`src/rtl/multiplier_reg_pkg.sv`:
```
// Shared types and sizing helpers for the iterative shift-add multiplier.
package multiplier_reg_pkg;

   typedef enum logic {
      IDLE = 1'b0,
      BUSY = 1'b1
   } mul_state_t;

   localparam int DEFAULT_BITWIDTH = 8;

   // Iteration counter width; never narrower than one bit.
   function automatic int cntWidth(input int width);
      if ($clog2(width) < 1) begin
         return 1;
      end else begin
         return $clog2(width);
      end
   endfunction

endpackage

```
`src/rtl/multiplier_reg_if.sv`:
```
// Request/result bundle of the multiplier: start, clear, operands and held product.
interface multiplier_reg_if
   import multiplier_reg_pkg::*;
#(
   parameter int BITWIDTH = DEFAULT_BITWIDTH
);

   logic                  iEn;
   logic                  iClr;
   logic [BITWIDTH-1:0]   iData0;
   logic [BITWIDTH-1:0]   iData1;
   logic [2*BITWIDTH-1:0] oData;

   modport master (
      output iEn,
      output iClr,
      output iData0,
      output iData1,
      input  oData
   );

   modport slave (
      input  iEn,
      input  iClr,
      input  iData0,
      input  iData1,
      output oData
   );

endinterface

```
`src/rtl/multiplier_reg_dp.sv`:
```
// Shift-add datapath: multiplicand shifts left, multiplier shifts right, accumulator
// adds the multiplicand whenever the multiplier LSB is set.
module mul_shift_add_dp
   import multiplier_reg_pkg::*;
#(
   parameter int BITWIDTH = DEFAULT_BITWIDTH
) (
   input  logic                  iClk,
   input  logic                  iRstN,
   input  logic                  load,
   input  logic                  step,
   input  logic                  clr,
   input  logic [BITWIDTH-1:0]   data0,
   input  logic [BITWIDTH-1:0]   data1,
   output logic [2*BITWIDTH-1:0] nextAcc
);

   logic [2*BITWIDTH-1:0] aR;
   logic [BITWIDTH-1:0]   bR;
   logic [2*BITWIDTH-1:0] accR;
   logic [2*BITWIDTH-1:0] addendS;

   // Partial-product select and running sum for the current iteration.
   always_comb begin
      addendS = '0;
      if (bR[0]) begin
         addendS = aR;
      end else begin
         addendS = '0;
      end
      nextAcc = accR + addendS;
   end

   // Operand shift registers and accumulator; clear keeps the operands.
   always_ff @(posedge iClk) begin
      if (!iRstN) begin
         aR   <= '0;
         bR   <= '0;
         accR <= '0;
      end else if (clr) begin
         accR <= '0;
      end else if (load) begin
         aR   <= {{BITWIDTH{1'b0}}, data0};
         bR   <= data1;
         accR <= '0;
      end else if (step) begin
         aR   <= {aR[2*BITWIDTH-2:0], 1'b0};
         bR   <= {1'b0, bR[BITWIDTH-1:1]};
         accR <= nextAcc;
      end else begin
         aR   <= aR;
         bR   <= bR;
         accR <= accR;
      end
   end

endmodule

```
`src/rtl/multiplier_reg.sv`:
```
// Iterative unsigned multiplier: capture in IDLE, BITWIDTH shift-add steps in BUSY,
// product registered on the final step and held until the next result or a clear.
module multiplier_reg
   import multiplier_reg_pkg::*;
#(
   parameter int BITWIDTH = DEFAULT_BITWIDTH
) (
   input  logic           iClk,
   input  logic           iRstN,
   multiplier_reg_if.slave bus
);

   localparam int CW = cntWidth(BITWIDTH);
   localparam logic [CW-1:0] LAST_COUNT = CW'(BITWIDTH - 1);

   mul_state_t            stateR;
   logic [CW-1:0]         countR;
   logic [2*BITWIDTH-1:0] oDataR;
   logic [2*BITWIDTH-1:0] nextAccS;
   logic                  loadS;
   logic                  stepS;

   // Datapath strobes; clear overrides any capture on the same edge.
   always_comb begin
      loadS = 1'b0;
      stepS = 1'b0;
      if ((stateR == IDLE) && bus.iEn && !bus.iClr) begin
         loadS = 1'b1;
      end else begin
         loadS = 1'b0;
      end
      if (stateR == BUSY) begin
         stepS = 1'b1;
      end else begin
         stepS = 1'b0;
      end
   end

   mul_shift_add_dp #(
      .BITWIDTH (BITWIDTH)
   ) uDp (
      .iClk    (iClk),
      .iRstN   (iRstN),
      .load    (loadS),
      .step    (stepS),
      .clr     (bus.iClr),
      .data0   (bus.iData0),
      .data1   (bus.iData1),
      .nextAcc (nextAccS)
   );

   // Control FSM, iteration counter and held product register.
   always_ff @(posedge iClk) begin
      if (!iRstN) begin
         stateR <= IDLE;
         countR <= '0;
         oDataR <= '0;
      end else if (bus.iClr) begin
         stateR <= IDLE;
         countR <= '0;
         oDataR <= '0;
      end else begin
         case (stateR)
            IDLE: begin
               countR <= '0;
               if (bus.iEn) begin
                  stateR <= BUSY;
               end else begin
                  stateR <= IDLE;
               end
            end
            BUSY: begin
               if (countR == LAST_COUNT) begin
                  oDataR <= nextAccS;
                  countR <= '0;
                  stateR <= IDLE;
               end else begin
                  countR <= countR + CW'(1);
                  stateR <= BUSY;
               end
            end
            default: begin
               stateR <= IDLE;
               countR <= '0;
            end
         endcase
      end
   end

   assign bus.oData = oDataR;

endmodule

```
`src/flat_wrapper.sv`:
```
// flat-port wrapper written by rule: the top's interface ports become plain ports
module multiplier_reg_flat import multiplier_reg_pkg::*;
#(
   parameter int BITWIDTH = DEFAULT_BITWIDTH
)
  (iClk, iRstN, bus_iEn, bus_iClr, bus_iData0, bus_iData1, bus_oData);
  multiplier_reg_if #(.BITWIDTH(BITWIDTH)) bus_i ();
  input  logic iClk;
  input  logic iRstN;
  input wire logic [$bits(bus_i.iEn)-1:0] bus_iEn;
  input wire logic [$bits(bus_i.iClr)-1:0] bus_iClr;
  input wire logic [$bits(bus_i.iData0)-1:0] bus_iData0;
  input wire logic [$bits(bus_i.iData1)-1:0] bus_iData1;
  output wire logic [$bits(bus_i.oData)-1:0] bus_oData;
  assign bus_i.iEn = bus_iEn;
  assign bus_i.iClr = bus_iClr;
  assign bus_i.iData0 = bus_iData0;
  assign bus_i.iData1 = bus_iData1;
  assign bus_oData = bus_i.oData;
  multiplier_reg #(.BITWIDTH(BITWIDTH)) u_core (.iClk(iClk), .iRstN(iRstN), .bus(bus_i));
endmodule
```
`config.mk`:
```
export PLATFORM = sky130hd
export DESIGN_NAME = multiplier_reg_flat
export DESIGN_NICKNAME = d
export VERILOG_FILES = /design/src/rtl/multiplier_reg_pkg.sv /design/src/rtl/multiplier_reg_if.sv /design/src/rtl/multiplier_reg_dp.sv /design/src/rtl/multiplier_reg.sv /design/src/flat_wrapper.sv
export SDC_FILE = /design/constraint.sdc
export NUM_CORES = 1
export LEC_CHECK = 0
export CAP_MARGIN = 20
export CORE_MARGIN = 1.5
export CORE_UTILIZATION = 40
export CTS_CLUSTER_DIAMETER = 50
export CTS_CLUSTER_SIZE = 25
export DETAILED_ROUTE_END_ITERATION = 6
export PLACE_DENSITY = 0.62
export REMOVE_ABC_BUFFERS = 1
export SETUP_SLACK_MARGIN = 0.5
export SYNTH_ARGS = -nofsm -noshare
export SYNTH_HDL_FRONTEND = slang
export SYNTH_SLANG_ARGS = --single-unit
```
`constraint.sdc`:
```
create_clock -name iClk -period 5.8 [get_ports iClk]
set_input_delay 1.16 -clock iClk [delete_from_list [all_inputs] [get_ports iClk]]
set_output_delay 1.16 -clock iClk [all_outputs]
set_load 0.01 [all_outputs]
```
==> impl_metrics.env <==
export IMPL_outcome="complete, no violations"
export IMPL_r2r_end="u_core.uDp.accR[12]"
export IMPL_synth_top_family_by_area="compound AO/OA/AOI/OAI gates"
export IMPL_cts_resized=0
export IMPL_core_area_sq_um=7330
export IMPL_crit_type="input pin to flip-flop"
export IMPL_ys_ff_latch=60
export IMPL_grt_max_degree=27
export IMPL_place_area_sq_um=3480
export IMPL_maxSlewHeadroom_pct=34.6
export IMPL_final_cell_mix="dfxtp_1 (60), clkdlybuf4s50_1 (35), nand2_1 (31), o21ai_0 (31), a21oi_1 (28)"
export IMPL_cp_end_kind="flip-flop"
export IMPL_ir_drop_mv=0.0960
export IMPL_power_share_sequential_pct=52.6
export IMPL_synth_area_sq_um=3070
export IMPL_synth_top_area_share_pct=39.1
export IMPL_reg2reg_from="u_core.uDp.bR[0]"
export IMPL_placed_cells=472
export IMPL_cp_startpoint="iRstN"
export IMPL_layout_commonest_cell="dfxtp_1"
export IMPL_final_instance_count_excl_fill=487
export IMPL_cts_made_buffers=9
export IMPL_place_ws_ns=2.32
export IMPL_die_w_microns=90.6
export IMPL_clk_latency_ns=0.33
export IMPL_path_max_fanout=26
export IMPL_path_clk_slew_ns=0.07
export IMPL_yosys_mux_area_fraction_pct=1.96
export IMPL_gp_congestion=0.894
export IMPL_drt_iter0_drc=179
export IMPL_avgSynthCellArea_sq_um=8.72
export IMPL_synth_warnings=0
export IMPL_hold_violations=0
export IMPL_hold_class="flip-flop to flip-flop"
export IMPL_antenna_found_initial=0
export IMPL_synth_ff_type="dfxtp_1"
export IMPL_critPathRequiredTime_ns=6.05
export IMPL_synth_edff_count=0
export IMPL_antenna_cells=0
export IMPL_fin_hold_ws_ns=0.445
export IMPL_wl_microns=7120
export IMPL_pwr_share_clk_pct=40.4
export IMPL_worst_slack_ns=2.67
export IMPL_wl_per_cell_microns=14.6
export IMPL_async_reset_ff_share_pct=0
export IMPL_leakagePower_nw=1.41
export IMPL_max_cap_violations=0
export IMPL_r2r_slack_ns=3.08
export IMPL_drive_gt1_share_pct=7.22
export IMPL_boundaryPins=36
export IMPL_initial_core_util_pct=41.9
export IMPL_post_route_min_period_ns=3.13
export IMPL_grt_remaining_overflow=0
export IMPL_via_count=2580
export IMPL_dp_hpwl_microns=5130
export IMPL_endpoint="u_core.uDp.accR[9]"
export IMPL_grtUsageTotal_pct=17.7
export IMPL_fin_tns_setup_ns=0
export IMPL_fin_area_sq_um=3650
export IMPL_rsz0062_at_grt="false"
export IMPL_yosysTopAreaCell="dfxtp_1"
export IMPL_tightest_slew_ns=0.980
export IMPL_syn_to_final_growth_pct=18.7
export IMPL_place_port_buffers=35
export IMPL_vias_per_cell=5.30
export IMPL_worstPathArrival_ns=3.38
export IMPL_clock_sink_count=60
export IMPL_finalSetupViolCount=0
export IMPL_power_per_cell_area_nw_per_um2=225
export IMPL_ff2ff_path_depth=10
export IMPL_clockBufferDepth=2
export IMPL_cts_setup_buffers=0
export IMPL_postSynthCellCount=352
export IMPL_switching_share_pct=24.0
export IMPL_clockRootBuffer="clkbuf_8"
export IMPL_synthSimpleGateAreaFrac_pct=18.6
export IMPL_period_share_pct=53.9
export IMPL_synth_compound_area_share_pct=26.2
export IMPL_dieHeight_microns=90.6
export IMPL_synthAdderAreaFrac_pct=7.58
export IMPL_ys_types=53
export IMPL_drc=0
export IMPL_yosysSeqAreaShare_pct=39.1
export IMPL_htree_levels=3
export IMPL_startpoint_type="input pin"
export IMPL_power_internal_mw=0.623
export IMPL_first_global_vias=2340
export IMPL_pwr_share_comb_pct=7.0
export IMPL_max_freq_mhz=320
export IMPL_final_antenna_net_count=0
export IMPL_die_area_sq_um=8210
export IMPL_drv_slew=0
export IMPL_dr_pass1_iters=4
export IMPL_tritoncts="yes"
export IMPL_fin_nets=422
export IMPL_skew_ns=0.00959
export IMPL_synth_xor_area_share_pct=2.85
export IMPL_synth_area_leaders="dfxtp_1 (39%), ha_1 (6.9%), o21ai_0 (5.1%)"
export IMPL_switchingPower_mw=0.197
export IMPL_grt_pass1_wl_microns=11500
export IMPL_cts_hold_buffers_added=0
export IMPL_fp_row_count=31
## critical path: stages
cell	delay [ns]
clkdlybuf4s50_1	0.93
nor2b_1	0.40
nand2_1	0.47
nor2_1	0.26
nand2_1	0.08
o21ai_0	0.06
## sequential cells by signal, indices dropped and copies added (netlist names)
register / flops
u_core.uDp.aR: 16
u_core.stateR: 1
u_core.uDp.bR: 8
u_core.uDp.accR: 16
u_core.bus.oData: 16
u_core.countR: 3
## through the flow
step	utilization, %	power, mW
2_1_floorplan	-	0.468
4_1_cts	49.7	0.828
6_report	49.7	0.820
3_3_place_gp	47.3	0.496
3_5_place_dp	47.4	0.498
5_1_grt	49.7	0.857
## worst min path at each step
| stage | from | to | slack, ns | depth (start not counted) |
|---|---|---|---|---|
| 3_3_place_gp | u_core.countR[0] | u_core.countR[0] | 0.42 | 1 |
| 2_1_floorplan | u_core.countR[0] | u_core.countR[0] | 0.41 | 1 |
| 4_1_cts | u_core.countR[0] | u_core.countR[0] | 0.45 | 1 |
| 6_report | u_core.countR[0] | u_core.countR[0] | 0.45 | 1 |
| 5_1_grt | u_core.bus.oData[12] | u_core.bus.oData[12] | 0.47 | 2 |
| 3_5_place_dp | u_core.countR[0] | u_core.countR[0] | 0.44 | 1 |
## logic make-up after synthesis
kind of cell,Yosys count
muxes,6
xor gates and xnor gates,10
DFF,60
and+or+nand+nor,109
adders and majority gates,18
buffers and inverters,23
AOI/OAI and AO/OA,126
## per-layer routing
layer	global-route usage, %	vias up	wire length [microns]
li1	-	1330	-
met1	24.7	1200	3570
met2	26.1	45	3220
met3	4.29	5	252
met4	6.61	0	70
met5	0	-	0
## synthesized netlist by cell type (7+ instances only)
cell / number
o21ai_0: 31
clkbuf_1: 10
nor2b_1: 16
ha_1: 17
o22ai_1: 18
and2_1: 16
a21oi_1: 28
xnor2_1: 7
a22oi_1: 9
nand2_1: 31
dfxtp_1: 60
nor2_1: 22
## area by class of cell
class | count | area [sq um]
clock buffer | 13 | 159
clock inverter | 2 | 10.0
fill | 709 | 3680
inverter | 7 | 26.3
multi-input combinational | 269 | 1760
sequential | 60 | 1200
tap | 99 | 124
timing repair buffer | 37 | 369
## power by group through the flow
stage / Combinational, mW / Sequential [mW] / Clock (mW)
2_1_floorplan: 0.0311 / 0.437 / 0
3_3_place_gp: 0.0560 / 0.440 / 0
3_5_place_dp: 0.0578 / 0.440 / 0
4_1_cts: 0.0578 / 0.431 / 0.340
5_1_grt: 0.0633 / 0.432 / 0.362
6_report: 0.0577 / 0.431 / 0.331
Power figures use the tool's default switching activity.
==> RTL edit 1, RTL diff (config.mk and constraints unchanged) <==
The package constant `DEFAULT_BITWIDTH` goes from 8 to 12.
--- a/src/rtl/multiplier_reg_pkg.sv
+++ b/src/rtl/multiplier_reg_pkg.sv
@@ -8,3 +8,3 @@
 
-   localparam int DEFAULT_BITWIDTH = 8;
+   localparam int DEFAULT_BITWIDTH = 12;
 
Ports: changed (resized bus_iData0, bus_iData1 and bus_oData); port bits go from 36 to 52. The function was not compared with the original's and may differ.
==> RTL edit 1 against the unedited design <==
  * Routed wire length increased by 63%
  * Sequential share of layout area fell by 0.65 points
  * Utilization grew 0.28 points
  * Synthesized area up 50%
  * Largest power group unchanged
  * Sequential cell count up 29
  * Via count is 59% higher
  * Setup slack worse by 0.18 ns
  * Cell area up 51%
  * Power up 59%
==> RTL edit 1: results (changes against the unedited design) <==
Parameter                              Value

Drt
  Iteration-0 DRC count of the detailed router ... 268 (was 179)

Clock tree
  Clock root buffer ... clkbuf_16 (was clkbuf_8)

Place
  Placement Setup Slack ... 2.13 ns (was 2.32 ns)
  Detailed placement HPWL ... 8.10 mm (was 5.13 mm)
  Count of buffers from port buffering ... 51 (was 35)

STA
  Clock Skew ... 0.00708 ns (was 0.00959 ns)
  Final critical-path share of the clock period ... 0.569 (was 0.539)

Yosys
  Xor/xnor cell area share of the yosys netlist ... 0.0361 (was 0.0285)
  Share of synthesized cell area in full adder, half adder and majority cells ... 0.0696 (was 0.0758)
  Top cells by area, synth ... dfxtp_1, a21oi_1, ha_1, nand2_1, o21ai_0 (was dfxtp_1, ha_1, o21ai_0, a21oi_1, nand2_1)
  Multiplexer share of the synthesized area ... 0.0283 (was 0.0196)
  Compound-gate portion of the synthesized area ... 0.254 (was 0.262)
  Top cell types by occurrence after synthesis ... dfxtp_1, a21oi_1, nand2_1, o21ai_0, nor2_1 (was dfxtp_1, nand2_1, o21ai_0, a21oi_1, nor2_1)

Power
  Pleak ... 0.00209 uW (was 0.00141 uW)
  Worst vdd rail ir drop ... 0.000149 V (was 0.0000960 V)

Setup path
  Maximum cell stage delay along the critical path ... 0.85 ns (was 0.93 ns)
  Crit path max-delay family ... buffers and inverters (was simple AND/OR/NAND/NOR gates)
  Reg2Reg Setup Slack ... 2.68 ns (was 3.08 ns)
  Cell with the biggest individual delay on the critical path ... nand2_1 (was clkdlybuf4s50_1)
  Data arrival, critical path ... 3.53 ns (was 3.38 ns)
  Crit-path max FO ... 25 (was 26)

Layout
  Count of nets after finishing ... 648 (was 422)
  Fraction of final layout cells with drive strength greater than 1 ... 0.0533 (was 0.0722)

Status
  Run status ... completed (unchanged)

GRT
  Vias in the first global route ... 3767 (was 2340)
  Aggregate global-route resource usage ... 0.197 (was 0.177)
==> RTL edit 1: cell types whose count changed in the layout (fill, tap and decap cells not counted), sizes merged, moves of 7 or more <==
cell	change
a21oi	+41
dfxtp	+29
nand2	+29
clkdlybuf4s50	+16
nand3	+13
o21ai	+13
nor2	+9
a211oi	+7
and2	+7
ha	+7
mux2i	+7
==> RTL edit 1: logic make-up (layout without fill, tap and decap cells) <==
family / after synthesis / after routing
AOI/OAI and AO/OA: 196 / 196
and+or+nand+nor: 178 / 178
DFF: 89 / 89
buffers and inverters: 40 / 80
adders and majority gates: 25 / 25
xor gates and xnor gates: 19 / 19
muxes: 13 / 13
==> RTL edit 1: area by class of cell <==
cell class / instances / area share
inverter: 5 / 0.00340
clock inverter: 7 / 0.0127
tap: 140 / 0.0318
timing repair buffer: 59 / 0.103
multi-input combinational: 431 / 0.485
sequential: 89 / 0.323
clock buffer: 9 / 0.0408
==> RTL edit 1: worst register-to-register path, cell delays in order, from the launching register on <==
cell and delay, ns:
dfxtp_1 0.73, and2_1 0.30, ha_1 0.27, a211oi_1 0.21, o21ai_1 0.19, o21ai_0 0.42, a211oi_1 0.23, a211oi_1 0.29
xor2_1 0.25, o21ai_0 0.12
==> RTL edit 1: power by group through the flow <==
stage	sequential, uW	clock (uW)	combinational (uW)
6_report	635	578	91.2
5_1_grt	636	616	99.8
4_1_cts	635	594	90.7
3_5_place_dp	649	0	90.4
3_3_place_gp	648	0	88.4
2_1_floorplan	648	0	46.3
==> RTL edit 1: layer usage <==
metal / track usage / wire length (um)
met4: 0.0668 / 159
met1: 0.267 / 5630
met2: 0.315 / 5280
met3: 0.0359 / 516
met5: 0 / 0
==> RTL edit 1: final timing paths <==
path | end | start | cells past startpoint
min reg2reg | u_core.bus.oData[8] | u_core.bus.oData[8] | 2
min | u_core.bus.oData[8] | u_core.bus.oData[8] | 2
max reg2reg | u_core.bus.oData[21] | u_core.uDp.bR[0] | 9
max | u_core.bus.oData[22] | bus_iClr | 6
==> RTL edit 1: metrics by stage <==
stage          area (um2)  utilization  cells
6_report             5520        0.500    740
3_5_place_dp         5210        0.473    723
5_1_grt              5520        0.500    740
2_1_floorplan        4470            -    525
4_1_cts              5510        0.499    739
3_3_place_gp         5210        0.473    723
==> RTL edit 2, RTL diff (same settings) <==
Made on the original files. Reset style: asynchronous (`iRstN`), changed in 2 clocked blocks.
--- a/src/rtl/multiplier_reg_dp.sv
+++ b/src/rtl/multiplier_reg_dp.sv
@@ -34,3 +34,3 @@
    // Operand shift registers and accumulator; clear keeps the operands.
-   always_ff @(posedge iClk) begin
+   always_ff @(posedge iClk or negedge iRstN) begin
       if (!iRstN) begin
--- a/src/rtl/multiplier_reg.sv
+++ b/src/rtl/multiplier_reg.sv
@@ -52,3 +52,3 @@
    // Control FSM, iteration counter and held product register.
-   always_ff @(posedge iClk) begin
+   always_ff @(posedge iClk or negedge iRstN) begin
       if (!iRstN) begin
Behaviour: not the same (a bounded check fails within 10 cycles, from zero or initial values and one cycle with iRstN low; the reset may be asserted at any time).
==> RTL edit 2 against the unedited design <==
  * Worst hold slack improved by 0.00085 ns
  * Setup slack worse by 0.37 ns
  * Routed wire length up 10%
  * Largest cell class unchanged
  * Synthesized cell count increased by 2.0%
  * Sequential cell count is the same
  * Cell area up 11%
  * Critical endpoint is now u_core.uDp.bR[5]
  * Register-to-register slack worse by 0.10 ns
  * Synthesized area increased by 10%
Power is not compared: it rests on default switching activity, and its combinational part moved more than twofold at a synthesized area within 25%.
==> RTL edit 2: results (changes against the unedited design) <==
Parameter                              Value

Status
  Run status ... completed (unchanged)

Hold path
  Hold Startpoint ... u_core.countR[0] (unchanged)
  Destination of the worst hold path ... u_core.countR[0] (unchanged)

Layout
  Share of cell area taken by flip-flops and latches ... 0.370 (was 0.329)
  Clock tree buffer count of the final layout ... 9 (was 13)
  Clk cell area share ... 0.0589 (was 0.0463)
  Count of nets after finishing ... 429 (was 422)
  Share of the final layout cell area in multi-input gates ... 0.435 (was 0.482)
  Non-clk invs ... 10 (was 7)
  Number of flip-flops and latches ... 60 (unchanged)
  Portion of the layout cell area used by non-clock buffers ... 0.0944 (was 0.101)
  Nonclk buf count ... 40 (was 37)
  Synth-to-Final Area Change ... 19.9% (was 18.7%)
  Fraction of final layout cells with drive strength greater than 1 ... 0.0985 (was 0.0722)
  Multi-input comb cells ... 270 (was 269)

Yosys
  Top cell types by occurrence after synthesis ... dfrtp_1, nand2_1, o21ai_0, a21oi_1, nor2_1 (was dfxtp_1, nand2_1, o21ai_0, a21oi_1, nor2_1)
  Ys async rst share ... 1.00 (was 0)
  Seq/Total Area, Yosys ... 0.444 (was 0.391)
  Leading register cell type out of synthesis ... dfrtp_1 (was dfxtp_1)
  Top cells by area, synth ... dfrtp_1, ha_1, nand2_1, o21ai_0, a21oi_1 (was dfxtp_1, ha_1, o21ai_0, a21oi_1, nand2_1)
  Distinct cell type count of the synthesized netlist ... 54 (was 53)

Setup path
  Data arrival, critical path ... 3.76 ns (was 3.38 ns)
  Reg2Reg Setup Slack ... 2.98 ns (was 3.08 ns)
  Crit-path max FO ... 37 (was 26)

GRT
  Global-route wire length before repair ... 13.4 mm (was 11.5 mm)
  Met2 global-route usage ... 0.300 (was 0.261)
  Largest net degree at the start of global routing ... 61 (was 27)
  Vias in the first global route ... 2687 (was 2340)
  Aggregate global-route resource usage ... 0.194 (was 0.177)
  GR met1 Demand/Resource ... 0.270 (was 0.247)

Place
  Routability congestion estimate ... 0.830 (was 0.894)
  Post-Place Cell Area ... 0.00380 mm2 (was 0.00348 mm2)

STA
  Worst slew pin tran ... 0.956 ns (was 0.980 ns)
  Clock Skew ... 0.00546 ns (was 0.00959 ns)

Drt
  Met2 routed WL ... 3.66 mm (was 3.22 mm)
  Met3 routed WL ... 223 um (was 252 um)
  Iteration-0 DRC count of the detailed router ... 170 (was 179)

Floorplanning
  Count of inserted tapcells ... 105 (was 99)
==> RTL edit 2: changes by cell type after synthesis, moves of 4 or more <==
| cell | before | now |
|---|---|---|
| a22o_1 | 3 | 10 |
| or3_1 | 1 | 6 |
| dfxtp_1 | 60 | 0 |
| a21oi_1 | 28 | 24 |
| o22ai_1 | 18 | 7 |
| dfrtp_1 | 0 | 60 |
| mux2i_1 | 6 | 1 |
| nand2_1 | 31 | 42 |
| nor2b_1 | 16 | 1 |
| nand3_1 | 5 | 11 |
| xor2_1 | 3 | 8 |
==> RTL edit 2: cells by family (layout without fill, tap and decap cells) <==
| kind of cell | Yosys count | after routing | synth area share |
|---|---|---|---|
| xor+xnor | 14 | 14 | 0.0363 |
| fa+ha+maj | 18 | 18 | 0.0688 |
| mux | 1 | 1 | 0.00296 |
| flops | 60 | 60 | 0.444 |
| compound gates | 117 | 117 | 0.238 |
| buf+inv | 29 | 66 | 0.0359 |
| simple gates | 120 | 120 | 0.174 |
==> RTL edit 2: through the flow <==
stage               hold WS (ns)  instances  total power, uW  worst slack [ns]
floorplan                  0.415        340              545              3.41
global placement           0.432        483              598              1.97
detailed placement         0.437        483              600              1.89
CTS                        0.447        499             1060              2.25
global route               0.473        501             1100              2.02
finish                     0.446        501             1050              2.30
==> RTL edit 2: worst max path at each step <==
stage | endpoint | slack [ns] | cells past startpoint
6_report | u_core.uDp.bR[5] | 2.30 | 6
5_1_grt | u_core.uDp.bR[6] | 2.02 | 6
4_1_cts | u_core.uDp.aR[7] | 2.25 | 6
3_5_place_dp | u_core.uDp.aR[12] | 1.89 | 5
3_3_place_gp | u_core.uDp.aR[13] | 1.97 | 5
2_1_floorplan | u_core.uDp.aR[10] | 3.41 | 3
